<file path="config.mk">
export PLATFORM = sky130hd
export DESIGN_NAME = bram11_ctrl
export DESIGN_NICKNAME = d
export VERILOG_FILES = /design/src/rtl/bram11_pkg.sv /design/src/rtl/bram11_rsp_fifo.sv /design/src/rtl/bram11_ctrl.sv
export SDC_FILE = /design/constraint.sdc
export NUM_CORES = 1
export LEC_CHECK = 0
export CORE_AREA = 2 2 115 117
export DETAILED_ROUTE_END_ITERATION = 10
export DIE_AREA = 0 0 117 119
export PLACE_DENSITY_LB_ADDON = 0.3
export SYNTH_ARGS = -nofsm -noshare
export SYNTH_HDL_FRONTEND = slang
export SYNTH_SLANG_ARGS = --single-unit
</file>
<file path="constraint.sdc">
create_clock -name CLK -period 7.8 [get_ports CLK]
set_input_delay 1.56 -clock CLK [delete_from_list [all_inputs] [get_ports CLK]]
set_output_delay 1.56 -clock CLK [all_outputs]
set_load 0.05 [all_outputs]
</file>
<file path="src/rtl/bram11_pkg.sv">
// bram11_pkg: shared constants and response record for the bram11 controller slice.
package bram11_pkg;
    localparam int BRAM_DEPTH     = 11;
    localparam int BRAM_ADDR_W    = 12;
    localparam int BRAM_DATA_W    = 32;
    localparam int RSP_FIFO_DEPTH = 2;

    typedef struct packed {
        logic [BRAM_DATA_W-1:0] data;
        logic                   err;
    } rsp_t;
endpackage

</file>
<file path="src/rtl/bram11_rsp_fifo.sv">
// bram11_rsp_fifo: 2-entry synchronous response FIFO, async active-high reset.
module bram11_rsp_fifo
    import bram11_pkg::*;
(
    input  logic CLK,
    input  logic RST,
    input  logic push,
    input  logic pop,
    input  rsp_t din,
    output rsp_t dout,
    output logic full,
    output logic empty
);
    rsp_t       mem [RSP_FIFO_DEPTH];
    logic       wp, rp;
    logic [1:0] cnt;
    logic       do_push, do_pop;

    assign full    = cnt == 2'd2;
    assign empty   = cnt == 2'd0;
    assign do_push = push & ~full;
    assign do_pop  = pop & ~empty;
    assign dout    = mem[rp];

    always_ff @(posedge CLK or posedge RST)
        if (RST) begin
            wp     <= 1'b0;
            rp     <= 1'b0;
            cnt    <= 2'd0;
            mem[0] <= '0;
            mem[1] <= '0;
        end else begin
            if (do_push) mem[wp] <= din;
            wp  <= wp ^ do_push;
            rp  <= rp ^ do_pop;
            cnt <= cnt + 2'(do_push) - 2'(do_pop);
        end
endmodule

</file>
<file path="src/rtl/bram11_ctrl.sv">
// bram11_ctrl: valid/ready initiator for the 11-word bram11, absorbing its 1-cycle read latency.
// Optional macro BRAM11_CTRL_STATS_EN adds saturating stat_rd/stat_wr/stat_err counters.
module bram11_ctrl
    import bram11_pkg::*;
#(
    parameter int ADDR_WIDTH = BRAM_ADDR_W,
    parameter int DATA_WIDTH = BRAM_DATA_W,
    parameter int DEPTH      = BRAM_DEPTH
)(
    input  logic                  CLK,
    input  logic                  RST,
    input  logic                  req_valid,
    output logic                  req_ready,
    input  logic [3:0]            req_wstrb,
    input  logic [ADDR_WIDTH-1:0] req_addr,
    input  logic [DATA_WIDTH-1:0] req_wdata,
    output logic                  rsp_valid,
    input  logic                  rsp_ready,
    output logic [DATA_WIDTH-1:0] rsp_data,
    output logic                  rsp_err,
`ifdef BRAM11_CTRL_STATS_EN
    output logic [15:0]           stat_rd,
    output logic [15:0]           stat_wr,
    output logic [15:0]           stat_err,
`endif
    output logic                  EN,
    output logic [3:0]            WE,
    output logic [ADDR_WIDTH-1:0] A,
    output logic [DATA_WIDTH-1:0] Di,
    input  logic [DATA_WIDTH-1:0] Do
);
    logic                  accept, legal, pop, full, empty;
    logic                  inf_v, inf_rd, inf_err;
    logic [1:0]            credit;
    logic [ADDR_WIDTH-1:0] a_q;
    logic [DATA_WIDTH-1:0] di_q;
    rsp_t                  push_d, dout;

    assign legal  = req_addr[1:0] == 2'b00 && req_addr < ADDR_WIDTH'(DEPTH * 4);
    assign accept = req_valid & req_ready;
    assign pop    = rsp_valid & rsp_ready;
    assign credit = (full ? 2'd2 : {1'b0, ~empty}) + {1'b0, inf_v};
    // A pop in this cycle frees its slot before the edge, allowing one request per cycle.
    assign req_ready = ~RST & ((credit - {1'b0, pop}) < 2'd2);

    assign EN = accept & legal;
    assign WE = EN ? req_wstrb : 4'b0000;
    assign A  = EN ? req_addr : a_q;
    assign Di = EN ? req_wdata : di_q;

    assign push_d.data = inf_rd ? Do : '0;
    assign push_d.err  = inf_err;

    assign rsp_valid = ~empty;
    assign rsp_data  = rsp_valid ? dout.data : '0;
    assign rsp_err   = rsp_valid & dout.err;

    always_ff @(posedge CLK or posedge RST)
        if (RST) begin
            inf_v   <= 1'b0;
            inf_rd  <= 1'b0;
            inf_err <= 1'b0;
            a_q     <= '0;
            di_q    <= '0;
        end else begin
            inf_v   <= accept;
            inf_rd  <= EN & ~|req_wstrb;
            inf_err <= accept & ~legal;
            if (EN) begin
                a_q  <= req_addr;
                di_q <= req_wdata;
            end
        end

    bram11_rsp_fifo u_fifo (
        .CLK   (CLK),
        .RST   (RST),
        .push  (inf_v),
        .pop   (pop),
        .din   (push_d),
        .dout  (dout),
        .full  (full),
        .empty (empty)
    );

    assert property (@(posedge CLK) disable iff (RST) !(inf_v && full));

`ifdef BRAM11_CTRL_STATS_EN
    always_ff @(posedge CLK or posedge RST)
        if (RST) begin
            stat_rd  <= '0;
            stat_wr  <= '0;
            stat_err <= '0;
        end else begin
            if (EN & ~|req_wstrb & ~&stat_rd) stat_rd <= stat_rd + 16'd1;
            if (EN & |req_wstrb & ~&stat_wr) stat_wr <= stat_wr + 16'd1;
            if (accept & ~legal & ~&stat_err) stat_err <= stat_err + 16'd1;
        end
`endif
endmodule

</file>
==> results.md, run 1 <==
- Reg2Reg Depth: 8
- Final setup viols: 0
- Top_reg_cell synth: dfrtp_1
- Routed Antenna Nets: 0
- 1st-iter DRT viols: 296
- Worst Path Max Fanout: 39
- Final net count: 742
- Worst hold path depth: 1
- Status: complete, no violations
- Syn_area_per_cell: 10.7 sq um
- EDFF count, synth: 0
- Synth Instances: 497
- Share of cells above drive strength 1: 11.4%
- CTS H-tree lvls: 4
- Final Hold Viols: 0
- # IOs: 168
- Area grow syn2layout: 43.8%
- Area leader, netlist: dfrtp_1
- Yosys warns: 0
- DRT Pass-1 Iters: 4
- Slew @ Worst Pin: 1150 ps
- Main area contributors after synthesis: dfrtp_1, mux2_4, mux2i_1, nand3_1, o21ai_0
- Clock skew: 6.09 ps
- FF+latch count, synth: 117
- Via density: 4.84
- Filler instances: 1040
- First-pass GRT wire length: 21.2 mm
- Drt wl/cell: 15.2 microns
- Row count: 42
- Antenna diodes: 0
- Syn_nets: 586
- Max-Cap Viols: 0
- IO Port Bufs: 167
- Die H: 119 microns
- Count leader, synth: dfrtp_1
- Number of setup buffers added after CTS: 0
- Cell leakage power: 3.55 nW
- Seq/Total Area, Yosys: 55.1%
- Clock sink total: 117
- RSZ-0062 raised after global routing: no
- Post-synthesis cell area: 5320 sq um
- RePlAce Congestion: 0.715
- Hold_buf cts: 0
- Endpoint type of the worst setup path: output port
- Setup ws final: 1120 ps
- Starting Density: 41.3%
- CP required: 6240 ps
- Period utilisation layout: 85.7%
- Asr flop ratio synth: 100%
- Share of the synthesized area in the top cell type: 55.1%
- Rel. slew slack: 23.5%
- Initial antenna violation count: 0
- Tmin final: 6680 ps
- Post-synth top cells: dfrtp_1, inv_1, nand3_1, o21ai_0, nor2_1
- DRC: 0
- DRT Wirelength: 12.8 mm
- Clock transition at path regs: 50 ps
- Worst vdd ir: 0.170 mV
- PostCTS Resize Cnt: 0
- Vias in the first global route: 4316
- Root Buffer: clkbuf_16
- Clk buf depth: 2
- Pre-CTS WS: 1100 ps
- Die width: 117 microns
- Distinct cells, synth: 26
- Clk Latency, worst-skew pair: 410 ps
- Core box area: 12900 sq um
- P per Cell Area: 339 nW/um^2
- Fmax: 150 MHz
- Hold Path Class: reg -> reg
- TritonCTS clock tree: done
- Post-DP HPWL: 8.18 mm
- Overflow left after global routing: 0
- Die ar.: 13900 sq um
- Kind of critical path: in -> out
- Final Max Slew Viols: 0
- Detailed-route via count: 4079
- Setup TNS: 0 ps
- Largest net degree at the start of global routing: 71
- CTS buffer count: 17
- Crit path launch type: primary input
- All-Layer GR Usage: 19.7%
- Crit path DAT: 5120 ps
==> placed cells by master, fill, tap and decap left out, types with 3 or more instances in the layout <==
cell type        Yosys  routed
ha_1                 5       3
nor2b_1              4       4
clkbuf_1            27       7
clkdlybuf4s50_1      0     167
inv_1               75      74
buf_4                0       4
nor2_1              41      40
clkbuf_16            0      17
nand3_1             64      64
dfrtp_1            117     115
mux2_4              36      36
o21ai_0             64      64
clkbuf_8             0       5
mux2i_1             33      33
and2_1               8       8
==> metal layers <==
layer,share of wire [%],wire (microns),vias up,GRT usage [%]
met5,0,0,-,0
met4,2.1,274,0,8.16
met3,8.0,1020,19,7.79
met2,47,5970,146,29.7
met1,43,5520,1977,25.1
li1,-,-,1937,-
==> critical path, stage by stage <==
cell             delay, ps
clkdlybuf4s50_1        460
nor2b_1                130
ha_1                   230
nand2b_1               160
xnor3_1                400
or3b_2                 690
buf_4                  380
mux2_4                 370
clkdlybuf4s50_1        710
==> cell type report <==
| type | count | area [sq um] | area share (%) |
|---|---|---|---|
| clock buffers | 29 | 520 | 6.81 |
| flip-flops and latches | 117 | 2930 | 38.3 |
| repair buffers | 171 | 1700 | 22.3 |
| clock inverters | 3 | 40.0 | 0.524 |
| inverters | 76 | 288 | 3.76 |
| multi-input cells | 270 | 1950 | 25.5 |
| well taps | 176 | 220 | 2.88 |
==> power breakdown <==
part           leakage (nW)  switching, mW  internal, mW  total [mW]
clock network         0.276          0.253         0.479       0.732
logic                  1.68          0.597         0.360       0.957
registers              1.59          0.133         0.771       0.904
total                  3.55          0.982          1.61        2.59
==> metrics by stage <==
stage	total power [mW]	util [%]	cells	hold slack, ps	cell area, sq um
2_1_floorplan	1.54	-	497	460	5320
3_3_place_gp	1.85	55.0	810	466	7090
3_5_place_dp	1.88	55.0	810	467	7090
4_1_cts	2.62	59.4	842	482	7650
5_1_grt	2.74	59.4	842	501	7650
6_report	2.59	59.4	842	478	7650
==> kinds of logic after synthesis <==
| group | share of synthesized area, % |
|---|---|
| AOI/OAI and AO/OA | 6.40 |
| adders and majority gates | 1.18 |
| buffers and inverters | 8.47 |
| DFF | 55.1 |
| and+or+nand+nor | 11.2 |
| muxes | 16.8 |
| xor gates and xnor gates | 0.918 |
==> final timing paths <==
check | start | to | slack (ps)
setup / recovery | rsp_ready | Di[10] | 1120
hold / removal | a_q[9] | a_q[9] | 480
setup reg to reg | u_fifo.cnt[0] | di_q[13] | 4750
hold reg to reg | a_q[9] | a_q[9] | 480
max in group asynchronous | RST | u_fifo.rp | 4760
min in group asynchronous | RST | a_q[5] | 1620
==> sequential cells by signal, summed over array words and instances, names as in the netlist <==
| name | cells |
|---|---|
| u_fifo.cnt | 2 |
| u_fifo.wp | 1 |
| u_fifo.rp | 1 |
| inf_v | 1 |
| u_fifo.mem | 66 |
| inf_rd | 1 |
| inf_err | 1 |
| di_q | 32 |
| a_q | 12 |
(Power assumes the default switching activity.)
==> run 2: changes to the inputs <==
--- a/config.mk
+++ b/config.mk
@@ -9,6 +9,7 @@
 export DETAILED_ROUTE_END_ITERATION = 10
 export DIE_AREA = 0 0 117 119
 export PLACE_DENSITY_LB_ADDON = 0.3
+export REMOVE_ABC_BUFFERS = 1
 export SYNTH_ARGS = -nofsm -noshare
 export SYNTH_HDL_FRONTEND = slang
 export SYNTH_SLANG_ARGS = --single-unit
==> results.md, run 2 (synthesized netlist as in run 1, its figures left out) <==
- Die ar.: 13900 sq um (unchanged)
- Post-DP HPWL: 8.26 mm (+0.99%)
- First-pass GRT wire length: 20.7 mm (-2.6%)
- DRT Pass-1 Iters: 5 (+1)
- Worst Path Max Fanout: 50 (+28%)
- 1st-iter DRT viols: 212 (-28%)
- Most common cell after layout, fill and taps aside: clkdlybuf4s50_1
- Tmin final: 6530 ps (-156 ps)
- Worst vdd ir: 0.146 mV (-14%)
- Largest regs: u_fifo.mem (66), di_q (32), a_q (12)
- # IOs: 168 (unchanged)
- Clock transition at path regs: 50 ps (about the same)
- Number of flip-flops under the largest register name: 66 (unchanged)
- Endpoint type of the worst setup path: output port
- CTS H-tree lvls: 4 (unchanged)
- Setup TNS: 0 ps (unchanged)
- P per Cell Area: 352 nW/um^2 (+3.8%)
- All-Layer GR Usage: 19.2% (-0.44 points)
- Overflow left after global routing: 0 (unchanged)
- Root Buffer: clkbuf_16
- DRT Wirelength: 12.9 mm (+0.57%)
- Largest net degree at the start of global routing: 66 (-7.0%)
- Final Hold Viols: 0 (unchanged)
- RSZ-0062 raised after global routing: no
- Worst reg2reg endpoint: di_q[11]
- Rel. slew slack: 22.2% (-1.3 points)
- Hold Path Origin: a_q[0]
- Final net count: 740 (-0.27%)
- RePlAce Congestion: 0.763 (+6.7%)
- Crit path DAT: 4970 ps (-150 ps)
- Final setup viols: 0 (unchanged)
- Routed Antenna Nets: 0 (unchanged)
- Reg-to-reg setup timing slack: 4290 ps (-460 ps)
- Clk buf depth: 2 (unchanged)
- Vias in the first global route: 4220 (-2.2%)
- Drt wl/cell: 15.3 microns (+0.81%)
- Status: complete, no violations
- Clock skew: 15.5 ps (+9.44 ps)
- Register name with the most flops: u_fifo.mem
- Final core occ: 60.1% (+0.70 points)
- Clock sink total: 117 (unchanged)
- Detailed-route via count: 4060 (-0.47%)
- DRC: 0 (unchanged)
- Antenna diodes: 0 (unchanged)
- Hold Path Class: reg -> reg
- Cell leakage power: 3.58 nW (+1.1%)
- Die width: 117 microns (unchanged)
- Via density: 4.83 (-0.23%)
- Hold endpoint: a_q[0]
- Clk Latency, worst-skew pair: 410 ps (about the same)
- Commonest cells after routing, fill and taps aside: clkdlybuf4s50_1, dfrtp_1, inv_1
- Final Max Slew Viols: 0 (unchanged)
- Area grow syn2layout: 45.5%
- Die H: 119 microns (unchanged)
- CP required: 6240 ps (about the same)
- Crit path launch type: primary input
- Worst r2r src: u_fifo.cnt[0]
- Max-Cap Viols: 0 (unchanged)
- Worst hold path depth: 1 (unchanged)
- Fmax: 153 MHz (+2.4%)
- Initial antenna violation count: 0 (unchanged)
- Kind of critical path: in -> out
- CTS buffer count: 17 (unchanged)
- Slew @ Worst Pin: 1170 ps (+18.9 ps)
- Number of setup buffers added after CTS: 0 (unchanged)
- Period utilisation layout: 83.7% (-2.0 points)
- Overall power: 2.72 mW (+5.0%)
- Reg2Reg Depth: 8 (unchanged)
- Core box area: 12900 sq um (unchanged)
- TritonCTS clock tree: done
- Hold_buf cts: 0 (unchanged)
- PostCTS Resize Cnt: 0 (unchanged)
- IO Port Bufs: 167 (unchanged)
- Starting Density: 41.3% (unchanged)
- Row count: 42 (unchanged)
- Share of cells above drive strength 1: 11.9% (+0.49 points)
[run 2: cell types whose count changed in the layout (fill, tap and decap cells not counted)]
cell        change
clkbuf_1        -5
bufinv_16       +4
buf_4           -2
clkbuf_8        -1
clkinv_2        +1
clkinvlp_4      +1
nor2_2          -1
nor2_4          +1
[run 2: power breakdown]
part	leakage, nW	total (mW)	switching, mW	internal [mW]
logic	1.67	0.953	0.595	0.358
clock network	0.323	0.863	0.264	0.599
registers	1.59	0.906	0.135	0.771
[run 2: worst max-delay path by stage]
stage	slack, ps	from	depth (start not counted)	end
after global placement	1310	rsp_ready	9	Di[22]
after global routing	1150	rsp_ready	9	Di[16]
after floorplan	-260	RST	4	WE[0]
final	1270	rsp_ready	9	Di[7]
after detailed placement	1270	rsp_ready	9	Di[7]
after CTS	1270	rsp_ready	9	Di[7]
[run 2: cell type report]
cell class	instances	area, sq um
well taps	176	220
multi-input cells	270	1950
flip-flops and latches	117	2930
repair buffers	169	1690
fillers	1066	5140
inverters	76	288
clock inverters	9	173
clock buffers	23	488
[run 2: critical path, stage by stage]
cell and delay [ps]:
clkdlybuf4s50_1 420, nor2b_1 140, ha_1 310, nand2b_1 150, xnor3_1 390, or3b_2 480, buf_4 360, mux2_4 400
clkdlybuf4s50_1 710
[run 2: stage by stage]
step / worst slack [ps] / cells / cell area (sq um) / hold slack [ps]
detailed placement: 1270 / 808 / 7080 / 467
finish: 1270 / 840 / 7740 / 480
floorplan: -257 / 463 / 5150 / 460
CTS: 1270 / 840 / 7740 / 483
global placement: 1310 / 808 / 7080 / 465
global route: 1150 / 840 / 7740 / 500
[run 2: per-layer routing]
metal / track usage (%) / wire length, microns / up-vias
met3: 9.21 / 1260 / 6
li1: - / - / 1928
met1: 24.6 / 5460 / 1963
met5: 0 / 0 / -
met2: 29.0 / 6050 / 163
met4: 5.51 / 82 / 0
